### src/rtl/gpc607_seq_accum.sv
// Sequential weighted popcount: one gpc607_5 counter time-shared across NCHUNK 7+6-bit chunks.
// Optional macro GPC607_SEQ_PIPE_EN registers the counter output ahead of the accumulator adder.

module gpc607_5 (
    input  logic [6:0] src0,
    input  logic [5:0] src2,
    output logic [4:0] dst
);
    logic [2:0] w_c0;
    logic [2:0] w_c2;

    always_comb begin
        w_c0 = '0;
        w_c2 = '0;
        for (int i = 0; i < 7; i++) w_c0 = w_c0 + 3'(src0[i]);
        for (int i = 0; i < 6; i++) w_c2 = w_c2 + 3'(src2[i]);
        // Max 7 + 4*6 = 31, so the 5-bit result never overflows.
        dst = {2'b00, w_c0} + {w_c2, 2'b00};
    end
endmodule

module gpc607_seq_accum #(
    parameter int NCHUNK = 4,
    parameter int SUM_W  = 7
) (
    input  logic                  clk,
    input  logic                  rst,
    input  logic                  in_valid,
    output logic                  in_ready,
    input  logic [7*NCHUNK-1:0]   in_w1,
    input  logic [6*NCHUNK-1:0]   in_w4,
    output logic                  out_valid,
    input  logic                  out_ready,
    output logic [SUM_W-1:0]      sum,
    output logic                  busy
);
`ifdef GPC607_SEQ_PIPE_EN
    localparam int RUN_LEN = NCHUNK + 1;
`else
    localparam int RUN_LEN = NCHUNK;
`endif
    localparam int CNT_W = (RUN_LEN > 1) ? $clog2(RUN_LEN) : 1;
    localparam logic [CNT_W-1:0] CNT_LAST = CNT_W'(RUN_LEN - 1);

    typedef enum logic [1:0] {S_IDLE, S_RUN, S_DONE} state_t;

    state_t                r_state, w_next;
    logic [7*NCHUNK-1:0]   r_w1;
    logic [6*NCHUNK-1:0]   r_w4;
    logic [CNT_W-1:0]      r_cnt;
    logic [SUM_W-1:0]      r_acc;
    logic [6:0]            w_src0;
    logic [5:0]            w_src2;
    logic [4:0]            w_dst;
    logic [SUM_W-1:0]      w_addend;
    logic                  w_accept;

    assign w_accept = (r_state == S_IDLE) && in_valid;

    always_ff @(posedge clk or posedge rst) begin
        if (rst) r_state <= S_IDLE;
        else     r_state <= w_next;
    end

    always_comb begin
        w_next    = r_state;
        in_ready  = 1'b0;
        out_valid = 1'b0;
        busy      = 1'b1;
        case (r_state)
            S_IDLE: begin
                in_ready = 1'b1;
                busy     = 1'b0;
                if (in_valid) w_next = S_RUN;
            end
            S_RUN:  if (r_cnt == CNT_LAST) w_next = S_DONE;
            S_DONE: begin
                out_valid = 1'b1;
                if (out_ready) w_next = S_IDLE;
            end
            default: w_next = S_IDLE;
        endcase
    end

    // Chunk select; a count past the last chunk (pipe drain cycle) feeds zeros.
    always_comb begin
        w_src0 = '0;
        w_src2 = '0;
        for (int k = 0; k < NCHUNK; k++) begin
            if (r_cnt == CNT_W'(k)) begin
                w_src0 = r_w1[7*k +: 7];
                w_src2 = r_w4[6*k +: 6];
            end
        end
    end

    gpc607_5 u_gpc (
        .src0 (w_src0),
        .src2 (w_src2),
        .dst  (w_dst)
    );

`ifdef GPC607_SEQ_PIPE_EN
    logic [4:0] r_pipe;

    always_ff @(posedge clk or posedge rst) begin
        if (rst)                     r_pipe <= '0;
        else if (w_accept)           r_pipe <= '0;
        else if (r_state == S_RUN)   r_pipe <= w_dst;
    end

    assign w_addend = SUM_W'(r_pipe);
`else
    assign w_addend = SUM_W'(w_dst);
`endif

    always_ff @(posedge clk or posedge rst) begin
        if (rst) begin
            r_w1  <= '0;
            r_w4  <= '0;
            r_cnt <= '0;
            r_acc <= '0;
        end else if (w_accept) begin
            r_w1  <= in_w1;
            r_w4  <= in_w4;
            r_cnt <= '0;
            r_acc <= '0;
        end else if (r_state == S_RUN) begin
            r_acc <= r_acc + w_addend;
            r_cnt <= r_cnt + 1'b1;
        end
    end

    assign sum = r_acc;
endmodule

### config.mk
export PLATFORM = sky130hd
export DESIGN_NAME = gpc607_seq_accum
export DESIGN_NICKNAME = d
export VERILOG_FILES = /design/src/rtl/gpc607_seq_accum.sv
export SDC_FILE = /design/constraint.sdc
export NUM_CORES = 1
export LEC_CHECK = 0
export ABC_AREA = 1
export ABC_CLOCK_PERIOD_IN_PS = 4900
export BUFFER_PORTS_ARGS = -buffer_cell sky130_fd_sc_hd__buf_2
export CORE_MARGIN = 2
export CORE_UTILIZATION = 50
export DETAILED_ROUTE_END_ITERATION = 16
export PLACE_DENSITY = 0.87
export SYNTH_ARGS = -nofsm -noshare
export SYNTH_HDL_FRONTEND = slang
export SYNTH_SLANG_ARGS = --single-unit
### constraint.sdc
create_clock -name clk -period 4.9 [get_ports clk]
set_input_delay 0.735 -clock clk [delete_from_list [all_inputs] [get_ports clk]]
set_output_delay 0.735 -clock clk [all_outputs]
set_load 0.01 [all_outputs]
### After elaboration in Yosys (flattened, before gate mapping)

Index checks and enable logic that the tools add are counted.

* bits in registers: 63
* output and inout port bits: 10

* $add $sub $neg: 14
* eq/ne operators: 8
* muxes and demuxes: 19
* reduce and logical (&&, ||, !) cells: 5

Operators with widths (count)
* $mux W7: 6
* $add A3 B1 Y3: 9
* $mux W6: 4
* $mux W2: 5
* $add A7 B5 Y7: 1
* $eq A2 B2 Y1 const B: 3
* $ne A2 B2 Y1 const B: 3
* $pmux W2 S3: 1
* $add A3 B5 Y5: 1
* $add A1 B1 Y2: 2
* $eq A2 B1 Y1 const B: 2
* $logic_not A2 Y1: 2
* $mux W1: 3
* $reduce_and A3 Y1: 1
* $add A2 B1 Y2 const B: 1
* $reduce_bool A2 Y1: 1
* $logic_and A1 B1 Y1: 1

### Depth between registers and ports, before layout

Gate-level depths: netlist (run 1).

* word-level depth: 15
* mapped depth: 28

### By module

From an unflattened synthesis (run 1), not the netlist that was laid out.

* cells, all modules: 368
* area, all modules: 3523.4 µm²

By module, submodules not included
* gpc607_seq_accum: instances 1, cells each 328, area each 3230.6 µm², sequential area each 1576.5 µm²
* gpc607_5: instances 1, cells each 40, area each 292.8 µm², sequential area each 0.0 µm²

### Worst setup path before layout (run 1)

OpenSTA, ideal clock, no wires.

* path type: reg-to-reg
* start: register r_cnt[1]
* end: register r_acc[6], in the netlist sum[6]
* setup time: 0.113 ns
* arrival time: 4.541 ns
* required time: 4.787 ns
* slack: 0.246 ns
* cell stages (with the launch flop): 27
* path buffers: 0
* cell sequence: dfrtp_1 inv_1 ha_1 clkinv_1 nand2_1 o21ai_0 o21ai_0 a21oi_1 ha_1 fa_1 inv_1 fa_1 inv_1 ha_1 inv_1 fa_1 xnor2_1 ha_1 ha_1 ha_1 nand2_1 nor2_1 nand2_1 nand3_1 nand3_1 nand2_1 inv_1

* cells in the longest elaborated chain, start to end: 15

Ends and longest elaborated chain
* start: declaration: line 50 `logic [CNT_W-1:0] r_cnt;`
* start signal: assignment: line 130 `r_cnt <= r_cnt + 1'b1;`
* $logic_not A2 Y1: line 90 `if (r_cnt == CNT_W'(k)) begin`
* $mux W7 (4 in series): line 90
* $add A1 B1 Y2: line 15 `for (int i = 0; i < 7; i++) w_c0 = w_c0 + 3'(src0[i]);`
* $add A3 B1 Y3 (5 in series): line 15
* $add A3 B5 Y5 (*): line 18 `dst = {2'b00, w_c0} + {w_c2, 2'b00};`
* $add A7 B5 Y7 (*): line 129 `r_acc <= r_acc + w_addend;`
* $mux W7 (*): line 128 `end else if (r_state == S_RUN) begin`
* $mux W7 (*): line 123 `end else if (w_accept) begin`
* end signal: assignment: line 129
* end: declaration: line 51 `logic [SUM_W-1:0] r_acc;`

Every way passes the cells marked *; elsewhere a longest branch is shown, timed or not. The select of a mux whose other input is x is not followed.
A chain may end at the register's enable or synchronous reset.

### Worst setup path in the final report (run 1)

Same ends and word-level chain as after synthesis.

==> impl_results.md, run 1 <==
* Max Transition Viols Final at 0
* DRC Markers at 0
* Post-synthesis async set-or-reset flop share at 100.0%
* Final ANT Viol Nets at 0
* TritonCTS Buffers at 9
* Worst Max-Slew Pin Slew at around 1.1 ns
* Multi-input gate area at 1712 um2
* Row count at 30
* Crit Path Max Fanout at 4
* # port buffers at 65
* CP top delay family: adder cells
* Setup crit end kind: register
* Routed WL per cell at 17.52 um
* Vias in the first global route at 2,732
* IO Pins at 66
* Fmax at 203.7 MHz
* Initial DRT Pass Iterations at 5
* Filler Cell Count at 505
* Vias at 2,767
* Hold-fix buffers, CTS at 0
* Depth of the most critical reg-to-reg path at 28
* Mapped cell area at 3456 um2
* Clock Sinks at 63
* Initial DRC Count at 286
* Top_reg_cell synth: dfrtp_1
* GRT Util Overall at 22.61%
* Share of cells above drive strength 1 at 38.78%
* Highest-delay cell along the critical path: fa_1
* Cells after synthesis at 330
* Die Height at 87.14 um
* H-tree levels at 3
* Post-route clock period utilization at 100.2%
* Diodes inserted at 0
* Hpwl dp at ~5400 um
* Sequential-to-total area share from yosys stat at between 40% and 50%
* Final WS setup at -0.008034 ns
* Core Area at 6756 um2
* CP Buf/Inv Count at 8
* Status: complete, but fails checks
* Mean Syn Cell Area at 10.47 um2
* Maxcap violations at 0
* Ranking of synthesized cells by area: dfrtp_1, mux2_4, a21oi_1
* Minimum clock period at 4.908 ns
* Yosys cell types at 23
* Post-synth top area share at 45.62%
* Fin Hold WS at 0.5200 ns
* CTS tree: done
* Critical path required time at just over 5 ns
* Place WS at -0.03467 ns
* Placed instance area at 3842 um2
* Yosys Warn Count at 0
* Startpoint Class: register
* First-pass GRT wire length at 13,030 um
* Largest area contributor in the netlist: dfrtp_1
* CP Depth at 28
* Violated checks: setup timing
* FF/Latch Area at 1578 um2
* Arr. time, crit path at roughly 5.2 ns
* Finished Core Util at 61.83%
* Setup CP Type: reg2reg
* Worst Hold Depth at 1
* Clock latency on the worst-skew pair at 0.36 ns
* Final Net Count at between 400 and 500
* Final instance area at 4178 um2
* Final Skew at 0.009202 ns
* Clock Tree Buf Depth at 2
* Syn Nets at between 400 and 500
* Commonest cells post-synth: dfrtp_1, a21oi_1, inv_1, mux2_4, nand2_1
* WL final at 8584 um
* Initial antenna violation count at 0
* Die X-Extent at 87.14 um
* Starting density of the core at 51.15%
* Congestion Overflow GR at 0
* EDFF count, synth at 0
* Fin. Hold Viols at 0
* Gp weighted congestion at roughly 0.94
* Max-slew headroom at 29.59%
* Area growth, synth to finish at 20.89%
* Worst Hold Class: reg2reg
* Top-count cell post-synth: dfrtp_1
* Number of synthesized register bits at 63
* Clock-pin slew on the worst setup and hold paths at 0.07 ns
* Vias per cell at 5.647
* Largest net degree at the start of global routing at 73
* Worst stage delay on the critical path at 0.46 ns
* Die area at ~7600 um2
* Final setup viols at 1
* Clk root buf: clkbuf_8
cell usage in the layout (no fill, tap or decap), types with 3 or more instances in the layout:
master / netlist / final
a22oi_1: 4 / 4
nor2_1: 24 / 22
inv_1: 39 / 33
a21oi_1: 39 / 39
ha_2: 0 / 4
dfrtp_1: 63 / 62
nand2_1: 37 / 35
fa_1: 7 / 6
ha_1: 15 / 7
o21ai_1: 0 / 5
buf_2: 6 / 65
nand3_1: 14 / 13
mux2_4: 37 / 37
inv_2: 0 / 6
mux2_2: 3 / 3
buf_4: 0 / 14
o22ai_1: 4 / 4
clkbuf_8: 0 / 11
o21ai_0: 22 / 17
ha_4: 0 / 4
cells by family (layout without fill, tap and decap cells):
group           count (synthesis)  in the layout  share of synthesized area (%)
flops                          63             63                          45.62
compound gates                 69             69                          10.43
buf+inv                        55            135                          7.313
mux                            40             40                          17.05
fa+ha+maj                      22             22                          9.486
simple gates                   79             79                          9.595
xor+xnor                        2              2                         0.5070
final cells by class:
cell class	count	share of cell area, %
Multi-Input combinational cell	212	40.97
Inverter	41	3.833
Clock buffer	12	3.714
Tap cell	80	2.396
Sequential cell	63	37.77
Timing Repair Buffer	79	10.30
Clock inverter	3	1.018
worst register-to-register path: cells and delay by family (launching register included):
family / cells / cell delay [ns]
AOI/OAI and AO/OA: 3 / 0.65
adders and majority gates: 8 / 2.32
DFF: 1 / 0.39
buffers and inverters: 8 / 0.58
xor gates and xnor gates: 2 / 0.35
and+or+nand+nor: 7 / 0.51
stage by stage:
step                std cells  setup TNS, ns
floorplan                 330              0
global placement          469              0
detailed placement        469       -0.03467
CTS                       486              0
global route              490        -0.8382
finish                    490      -0.008034
repair_timing:
| action | in CTS | in global routing |
|---|---|---|
| setup endpoints to repair | 2 | 3 |
| buffers inserted | 2 | 4 |
| pin swaps | 1 | 17 |
| resized for setup | 5 | 27 |
final timing paths:
path | startpoint | end | slack, ns
setup / recovery | r_cnt[1]$_DFFE_PP0P_ | sum[6]$_DFFE_PP0P_ | -0.008
hold / removal | r_w4[12]$_DFFE_PP0P_ | r_w4[12]$_DFFE_PP0P_ | 0.52
setup reg to reg | r_cnt[1]$_DFFE_PP0P_ | sum[6]$_DFFE_PP0P_ | -0.008
hold reg to reg | r_w4[12]$_DFFE_PP0P_ | r_w4[12]$_DFFE_PP0P_ | 0.52
max in group asynchronous | rst | r_cnt[0]$_DFFE_PP0P_ | 3.76
min in group asynchronous | rst | r_w1[23]$_DFFE_PP0P_ | 0.61
flip-flops by register name, indices dropped and copies added (netlist names):
| register | count |
|---|---|
| r_w1 | 28 |
| r_cnt | 2 |
| r_w4 | 24 |
| sum | 7 |
| r_state | 2 |
metal layers:
metal / GRT usage (%) / wire [um]
met1: 30.60 / 3526
met2: 34.77 / 4186
met3: 5.592 / 623
met4: 9.790 / 248
met5: 0 / 0
Power of run 1 is not shown: default switching activity piles up to over one toggle a cycle in this logic, so the estimate is an artifact.
==> run 2: changes to the inputs <==
--- a/config.mk
+++ b/config.mk
@@ -7,11 +7,12 @@
 export LEC_CHECK = 0
 export ABC_AREA = 1
 export ABC_CLOCK_PERIOD_IN_PS = 4900
-export BUFFER_PORTS_ARGS = -buffer_cell sky130_fd_sc_hd__buf_2
+export CORE_ASPECT_RATIO = 1.2
 export CORE_MARGIN = 2
-export CORE_UTILIZATION = 50
+export CORE_UTILIZATION = 57
 export DETAILED_ROUTE_END_ITERATION = 16
-export PLACE_DENSITY = 0.87
+export DONT_BUFFER_PORTS = 1
+export PLACE_DENSITY = 0.86
 export SYNTH_ARGS = -nofsm -noshare
 export SYNTH_HDL_FRONTEND = slang
 export SYNTH_SLANG_ARGS = --single-unit
==> run 2 against run 1 <==
  * The run now ends clean
  * Critical path depth down 1
  * Global-route usage increased by 0.69 points
  * Sequential share of layout area is 2.8 points higher
  * Core utilization grew 3.6 points
  * Hold slack lost 0.025 ns
  * Register-to-register slack better by 0.14 ns
  * Critical path type unchanged
  * Critical endpoint is now sum[5]$_DFFE_PP0P_
  * Highest routed layer unchanged
==> impl_results.md, run 2 (synthesis results as in run 1) <==
* IO Pins at 66 (unchanged)
* Largest net degree at the start of global routing at 73 (unchanged)
* Setup crit end kind: register
* Crit path from: r_cnt[1]$_DFFE_PP0P_
* Die area at 6704 um2 (-12%)
* Row count at 31 (+3.3%)
* DRC Markers at 0 (unchanged)
* Setup CP Type: reg2reg
* RR Endpoint: sum[5]$_DFFE_PP0P_
* Core Area at 5934 um2 (-12%)
* Highest-delay cell along the critical path: fa_1
* First-pass GRT wire length at 11,520 um (-12%)
* CP Depth at 27 (-3.6%)
* Startpoint Class: register
* WL final at 7448 um (-13%)
* Area growth, synth to finish at 12.42%
* Worst Max-Slew Pin Slew at 1.023 ns (-0.03349 ns)
* Die X-Extent at 75.08 um (-14%)
* Filler Cell Count at 442 (-12%)
* Initial antenna violation count at 0 (unchanged)
* Max Transition Viols Final at 0 (unchanged)
* Starting density of the core at 58.23% (+7.1 points)
* R2R Setup Slk at 0.13 ns (+0.14 ns)
* Critical path required time at 5.14 ns (about the same)
* Final instance area at 3885 um2 (-7.0%)
* Initial DRC Count at 170 (-41%)
* Initial DRT Pass Iterations at 4 (-1)
* Arr. time, crit path at 5.01 ns (-0.15 ns)
* FF/Latch Area at 1578 um2 (unchanged)
* Hpwl dp at 4957 um (-8.2%)
* Final setup viols at 0 (-1)
* CP Buf/Inv Count at 7 (-1)
* Diodes inserted at 0 (unchanged)
* Vias in the first global route at 2,420 (-11%)
* Vias at 2,342 (-15%)
* Multi-input gate area at 1709 um2 (-0.15%)
* # port buffers at 0 (-100%)
* Max-slew headroom at 31.76% (+2.2 points)
* Final ANT Viol Nets at 0 (unchanged)
* Clock-pin slew on the worst setup and hold paths at 0.07 ns (about the same)
* Final Net Count at 418 (-14%)
* CP top delay family: adder cells
* TritonCTS Buffers at 9 (unchanged)
* Clock Tree Buf Depth at 2 (unchanged)
* Congestion Overflow GR at 0 (unchanged)
* Worst stage delay on the critical path at 0.50 ns (+0.04 ns)
* Minimum clock period at 4.767 ns (-0.1411 ns)
* Hold-fix buffers, CTS at 0 (unchanged)
* Reg-to-Reg Start: r_cnt[1]$_DFFE_PP0P_
* Clk root buf: clkbuf_8
* Worst Hold Class: in2async
* Vias per cell at 5.485 (-2.9%)
* Largest reg by FF count: r_w1
* Crit Path Max Fanout at 6 (+2)
* Routed WL per cell at 17.44 um (-0.43%)
* Maxcap violations at 0 (unchanged)
* Fin. Hold Viols at 0 (unchanged)
* GRT Util Overall at 23.30% (+0.69 points)
* Post-route clock period utilization at 97.28% (-2.9 points)
* H-tree levels at 3 (unchanged)
* Fmax at 209.8 MHz (+3.0%)
* Max reg flops at 28 (unchanged)
* Commonest non-fill, non-tap cells in the layout: dfrtp_1, a21oi_1, mux2_4, nand2_1, inv_1
* Dpl cells at 405 (-14%)
* Clock latency on the worst-skew pair at 0.34 ns (-0.02 ns)
* Finished Layout Cells at 427 (-13%)
* Depth of the most critical reg-to-reg path at 27 (-3.6%)
* Final Skew at 0.008315 ns (-0.0008862 ns)
* Finished Core Util at 65.46% (+3.6 points)
* Gp weighted congestion at 0.9193 (-2.0%)
* Most common cell after layout, fill and taps aside: dfrtp_1
* Placed instance area at 3512 um2 (-8.6%)
* Share of cells above drive strength 1 at 26.38% (-12 points)
* Status: finished clean
* Crit path to: sum[5]$_DFFE_PP0P_
* Clock Sinks at 63 (unchanged)
* Die Height at 89.30 um (+2.5%)
* CTS tree: done
==> run 2: cell types whose count changed in the layout (fill, tap and decap cells not counted), sizes merged <==
cell      previous run  this run
inv                 40        39
clkbuf              12        11
buf                 79        13
bufinv               1         2
clkinvlp             2         4
==> run 2: through the flow <==
stage	setup slack [ns]	hold WS (ns)	setup TNS, ns
floorplan	0.2465	0.4738	0
global placement	0.1102	0.4882	0
detailed placement	-0.06783	0.4919	-0.1005
CTS	0.006590	0.4969	0
global route	-0.05882	0.4961	-0.1024
finish	0.1331	0.4948	0
==> run 2: worst min path at each step <==
stage,from,end,slack (ns),cells after the start
detailed placement,r_w4[12]$_DFFE_PP0P_,r_w4[12]$_DFFE_PP0P_,0.49,1
CTS,out_ready,r_state[1]$_DFFE_PP0P_,0.50,1
global route,out_ready,r_state[1]$_DFFE_PP0P_,0.50,1
finish,rst,r_w1[9]$_DFFE_PP0P_,0.49,2
global placement,r_w4[12]$_DFFE_PP0P_,r_w4[12]$_DFFE_PP0P_,0.49,1
floorplan,r_w1[27]$_DFFE_PP0P_,r_w1[27]$_DFFE_PP0P_,0.47,1
==> run 2: per-layer routing <==
metal | track usage (%) | up-vias | part of all wire, %
li1 | - | 1112 | -
met1 | 29.85 | 1149 | 40
met2 | 37.40 | 62 | 51
met3 | 5.862 | 19 | 5.7
met4 | 10.23 | 0 | 2.7
met5 | 0 | - | 0
==> run 2: timing repair <==
action	CTS	global route
endpoints found under the setup margin	3	4
pin swaps	1	9
setup buffers	1	5
gates resized for setup	3	26
endpoints found under the hold margin	0	0
cloned	0	0
==> run 2: cell type report <==
type,count,area share [%]
multi-input combinational,212,43.99
timing repair buffer,13,2.512
sequential,63,40.61
inverter,41,4.283
tap,82,2.641
clock inverter,5,2.061
clock buffer,11,3.897
Power of run 2 is left out for the same reason.
